<file path="src/rtl/tc_psum_drain.sv">
// Row-buffering drain stage behind the partial-sum accumulator: captures full rows into a
// small FIFO and serializes them as LANES-wide tagged beats. Optional macro: TC_DRAIN_RELU_EN.
module tc_psum_drain #(
    parameter int unsigned N       = 16,
    parameter int unsigned DW_DATA = 8,
    parameter int unsigned ROWS    = 16,
    parameter int unsigned LANES   = 4,
    parameter int unsigned DEPTH   = 4
) (
    input  logic                        clk,
    input  logic                        rst,
    input  logic                        tile_start,
    input  logic                        in_valid,
    input  logic [N*DW_DATA-1:0]        in_data,
    input  logic                        out_ready,
    output logic                        out_valid,
    output logic [LANES*DW_DATA-1:0]    out_data,
    output logic [7:0]                  out_row,
    output logic [7:0]                  out_beat,
    output logic                        out_last,
    output logic                        overflow,
    output logic [$clog2(DEPTH):0]      level
);

    localparam int unsigned ROW_W  = N * DW_DATA;
    localparam int unsigned BEAT_W = LANES * DW_DATA;
    localparam int unsigned NBEATS = N / LANES;
    localparam int unsigned CW     = (NBEATS > 1) ? $clog2(NBEATS) : 1;
    localparam int unsigned AW     = $clog2(DEPTH);
    localparam int unsigned PW     = AW + 1;

    typedef enum logic {
        ST_EMPTY = 1'b0,
        ST_SEND  = 1'b1
    } state_e;

    state_e          state_q, state_d;
    logic [PW-1:0]   wptr_q, wptr_d;
    logic [PW-1:0]   rptr_q, rptr_d;
    logic [PW-1:0]   level_q, level_d;
    logic [CW-1:0]   beat_q, beat_d;
    logic [7:0]      row_q, row_d;
    logic            ovf_q, ovf_d;

    logic [ROW_W-1:0] mem_data_q [DEPTH];
    logic [7:0]       mem_tag_q  [DEPTH];

    logic             full_c, beat_fire_c, last_beat_c, pop_c, room_c, push_c, drop_c;
    logic [7:0]       tag_c, tag_inc_c;
    logic [ROW_W-1:0] head_c;
    logic [BEAT_W-1:0] beat_data_c;

    // Handshake and FIFO occupancy decisions for the coming edge
    always_comb begin
        full_c      = (wptr_q[AW-1:0] == rptr_q[AW-1:0]) && (wptr_q[AW] != rptr_q[AW]);
        beat_fire_c = (state_q == ST_SEND) && out_ready;
        last_beat_c = (beat_q == CW'(NBEATS - 1));
        pop_c       = beat_fire_c && last_beat_c;
        room_c      = !full_c || pop_c;
        push_c      = in_valid && room_c;
        drop_c      = in_valid && !room_c;
        tag_c       = tile_start ? 8'd0 : row_q;
        tag_inc_c   = (tag_c == 8'(ROWS - 1)) ? 8'd0 : tag_c + 8'd1;
    end

    // Next-state logic; a dropped row still advances the tag counter
    always_comb begin
        wptr_d  = wptr_q + PW'(push_c);
        rptr_d  = rptr_q + PW'(pop_c);
        level_d = level_q + PW'(push_c) - PW'(pop_c);
        beat_d  = beat_q;
        if (beat_fire_c) begin
            beat_d = last_beat_c ? '0 : beat_q + CW'(1);
        end
        row_d   = in_valid ? tag_inc_c : tag_c;
        ovf_d   = (ovf_q && !tile_start) || drop_c;
        state_d = (level_d != '0) ? ST_SEND : ST_EMPTY;
    end

    always_ff @(posedge clk or negedge rst) begin
        if (!rst) begin
            state_q <= ST_EMPTY;
            wptr_q  <= '0;
            rptr_q  <= '0;
            level_q <= '0;
            beat_q  <= '0;
            row_q   <= '0;
            ovf_q   <= 1'b0;
        end else begin
            state_q <= state_d;
            wptr_q  <= wptr_d;
            rptr_q  <= rptr_d;
            level_q <= level_d;
            beat_q  <= beat_d;
            row_q   <= row_d;
            ovf_q   <= ovf_d;
        end
    end

    // Row storage is intentionally left unreset
    always_ff @(posedge clk) begin
        if (push_c) begin
            mem_data_q[wptr_q[AW-1:0]] <= in_data;
            mem_tag_q[wptr_q[AW-1:0]]  <= tag_c;
        end
    end

    // Beat select from the head row; optional clamp on the output side only
    always_comb begin
        head_c      = mem_data_q[rptr_q[AW-1:0]];
        beat_data_c = '0;
        for (int b = 0; b < int'(NBEATS); b++) begin
            if (beat_q == CW'(b)) begin
                beat_data_c = head_c[b*BEAT_W +: BEAT_W];
            end
        end
`ifdef TC_DRAIN_RELU_EN
        for (int e = 0; e < int'(LANES); e++) begin
            if (beat_data_c[e*DW_DATA + DW_DATA - 1]) begin
                beat_data_c[e*DW_DATA +: DW_DATA] = '0;
            end
        end
`endif
    end

    always_comb begin
        out_valid = (state_q == ST_SEND);
        out_data  = out_valid ? beat_data_c : '0;
        out_row   = out_valid ? mem_tag_q[rptr_q[AW-1:0]] : 8'd0;
        out_beat  = out_valid ? 8'(beat_q) : 8'd0;
        out_last  = out_valid && last_beat_c && (out_row == 8'(ROWS - 1));
        overflow  = ovf_q;
        level     = level_q;
    end

endmodule

</file>
<file path="config.mk">
export PLATFORM = sky130hd
export DESIGN_NAME = tc_psum_drain
export DESIGN_NICKNAME = d
export VERILOG_FILES = /design/src/rtl/tc_psum_drain.sv
export SDC_FILE = /design/constraint.sdc
export NUM_CORES = 1
export LEC_CHECK = 0
export CORE_UTILIZATION = 47
export CTS_BUF_LIST = sky130_fd_sc_hd__clkbuf_2 sky130_fd_sc_hd__clkbuf_4 sky130_fd_sc_hd__clkbuf_8
export DETAILED_ROUTE_END_ITERATION = 7
export MAX_ROUTING_LAYER = met4
export PLACE_DENSITY = 0.69
export SYNTH_ARGS = -nofsm -noshare
export SYNTH_HDL_FRONTEND = slang
export SYNTH_SLANG_ARGS = --single-unit
</file>
<file path="constraint.sdc">
create_clock -name clk -period 31.7 [get_ports clk]
set_clock_uncertainty 0.2 [all_clocks]
set_input_delay 4.755 -clock clk [delete_from_list [all_inputs] [get_ports clk]]
set_output_delay 4.755 -clock clk [all_outputs]
set_load 0.005 [all_outputs]
</file>
==> impl_metrics.yaml <==
status:
  status: "complete, no violations"
synth:
  synthCells: 1184
  synth_top_area_frac: 0.742
  ys_async_sr_fraction: 0.0372
  synth_most_common_cell: "edfxtp_1"
  syn_avg_cell_area_um2: 18.6
  synth_cell_type_count: 38
  ys_ff_latch: 565
  yosysSeqAreaShare: 0.766
  synth_edf_count: 544
  synth.yosys.warnings: 0
  synth.largest_area_cell: "edfxtp_1"
  ys_top_cells_by_count: "544 x edfxtp_1, 192 x mux2i_1, 96 x o22ai_1, 40 x mux4_2, 35 x nor2_1"
  syn_area_mm2: 0.0220
  synth_area_leaders: "edfxtp_1 74%, mux2i_1 8.7%, mux4_2 4.1%"
  ys.flop_type: "edfxtp_1"
power:
  p_switching_w: 0.000774
  power_density_mw_per_mm2: 93.1
  seq_power_share: 0.443
  ir_worst_vdd_v: 0.0000563
  combPwrFrac: 0.321
  clkPwrFrac: 0.235
  p_int_w: 0.00165
  total_power_w: 0.00243
  p_leak_nw: 8.96
  switching_share: 0.319
cts:
  cts_buffers: 89
  post-cts-setup-buffers: 0
  cts_hold_buf: 0
  cts-root-buf: "clkbuf_8"
  cts.repair.resized: 0
  htreeDepth: 3
  clkLatencyLatePin_ps: 640
  cts_tree: "built"
  clockBufferDepth: 3
  clk_pin_slew_ps: 60
  cts_sinks: 565
placement:
  preCtsSetupSlack_ps: 23130
  place_congestion: 0.754
  portBuffers: 180
  post-dp-hpwl_mm: 28.3
run:
  maxCapViolCount: 0
critical_path:
  path_buf_inv: 2
  worstSetupStartpointType: "flop"
  path_delay_family: "buffers and inverters"
  cp_data_required_time_ps: 26750
  path_cells: "buf_12 -> nand2b_2 -> o22ai_1 -> nor2_1 -> a21oi_1 -> clkdlybuf4s50_1"
  critical_path.max_fanout: 128
  end_kind: "output pin"
  setup.worst_path.class: "reg -> out"
  crit_path_top_delay_cell: "dfrtp_4"
  critical_path_arrival_ps: 4230
  crit_path_max_incr_delay_ps: 940
drt:
  post_drt_wl_per_cell_um: 23.4
  drcViolationCount: 0
  num_vias: 11600
  drtPass1Iterations: 5
  ant_nets: 0
  wirelength_mm: 48.6
  drt-initial-drc-count: 953
  viasPerCell: 5.58
die:
  placementRows: 78
  die_area_mm2: 0.0477
  die_w_um: 218
  die_y_um: 218
  initial_core_util: 0.481
  core_mm2: 0.0458
  io_pins: 187
cells_and_area:
  nets: 1556
  multiInputGateArea_mm2: 0.00477
  regArea_mm2: 0.0169
  area_delta_synth_final_pct: 18.3
  n_fill_cell: 3446
  final_layout_size_suffix_gt1_frac: 0.144
timing:
  finalCritPeriodShare: 0.290
  drv_slew: 0
  hold_viol: 0
  fin_setup_tns_ps: 0
  rsz0062_at_grt: "no"
  finalSetupViolations: 0
  final.setup.worst_slack_ps: 22510
  min_period_ps: 9190
  worst_pin_slew_ps: 1160
  maxSlewHeadroom: 0.227
  fmax_mhz: 109
grt:
  grtUsageTotal: 0.212
  grt_pass1_wl_mm: 71.7
  grt_pass1_vias: 11800
  overflow: 0
  grt_antenna_before_repair: 5
  grt_max_degree: 129
hold_path:
  hold_path_class: "reg -> reg"
[metrics by stage]
stage / utilization / cell area, um2 / std cells / hold slack, ps
3_3_place_gp: 0.533 / 24400 / 1920 / 274
2_1_floorplan: - / 22000 / 1189 / 260
6_report: 0.569 / 26100 / 2080 / 293
5_1_grt: 0.569 / 26100 / 2080 / 312
4_1_cts: 0.569 / 26000 / 2075 / 292
3_5_place_dp: 0.533 / 24400 / 1920 / 278
[power groups by stage]
stage / Clock, W / Combinational [W] / Sequential (W)
floorplan: 0 / 0.000499 / 0.00109
global placement: 0 / 0.000782 / 0.00108
detailed placement: 0 / 0.000787 / 0.00109
CTS: 0.000583 / 0.000790 / 0.00108
global route: 0.000614 / 0.000835 / 0.00109
finish: 0.000571 / 0.000780 / 0.00108
[placed cells by master (no fill, tap or decap), types with 3 or more instances in the layout]
master / instances
edfxtp_1: 544
mux2i_1: 192
clkdlybuf4s50_1: 180
o22ai_1: 96
clkbuf_8: 91
mux4_2: 40
nor2_1: 33
o21bai_1: 32
a21oi_1: 32
o21ai_1: 30
clkbuf_4: 28
clkinv_1: 20
buf_4: 20
dfrtp_1: 18
and2_1: 11
nand2_1: 10
ha_1: 10
clkinv_2: 9
inv_1: 8
nor2b_1: 7
xnor2_1: 7
xor2_1: 6
conb_1: 6
diode_2: 5
clkinvlp_4: 5
nand3_1: 4
o21ai_0: 3
inv_2: 3
nor3_1: 3
[final timing paths]
check                           from  slack (ps)           endpoint  depth (start not counted)
setup / recovery           rptr_q[1]       22510       out_data[20]                          6
hold / removal              overflow         290           overflow                          1
setup reg to reg           beat_q[0]       27490  mem_data_q[1][42]                          9
hold reg to reg             overflow         290           overflow                          1
max in group asynchronous        rst       26080          rptr_q[1]                          1
min in group asynchronous        rst        4480          rptr_q[0]                          1
[worst register-to-register path: cells and delay by family, from the launching register on]
| kind | cells | cell delay [ps] |
|---|---|---|
| flops | 1 | 450 |
| buf+inv | 3 | 1400 |
| simple gates | 5 | 1530 |
| fa+ha+maj | 1 | 220 |
[cell families after synthesis]
family / after synthesis / synth area share
simple gates: 83 / 0.0192
buf+inv: 81 / 0.0197
xor+xnor: 13 / 0.00517
compound gates: 195 / 0.0537
other cells: 1 / 0.000170
mux: 234 / 0.129
fa+ha+maj: 12 / 0.00716
flops: 565 / 0.766
[routing by layer]
layer,wire length [um],vias up,track usage,part of all wire
met2,23400,377,0.320,0.48
met5,0,-,-,0
met4,922,0,0.0620,0.019
li1,-,5220,-,-
met3,3200,63,0.0490,0.066
met1,21100,5938,0.287,0.43
[registers in the layout, indices dropped and copies added (netlist names)]
| register | count |
|---|---|
| level | 3 |
| overflow | 1 |
| row_q | 8 |
| mem_data_q | 512 |
| out_valid | 1 |
| wptr_q | 3 |
| rptr_q | 3 |
| mem_tag_q | 32 |
| beat_q | 2 |
[cell type report]
cell class                      instances  area share
Clock inverter                         36     0.00672
Inverter                               11     0.00158
Clock buffer                          119      0.0561
Timing Repair Buffer                  201      0.0757
Antenna cell                            5    0.000480
Multi-Input combinational cell        543       0.183
Sequential cell                       565       0.647
Tap cell                              600      0.0288
No activity file was read; power rests on OpenSTA's default activity.
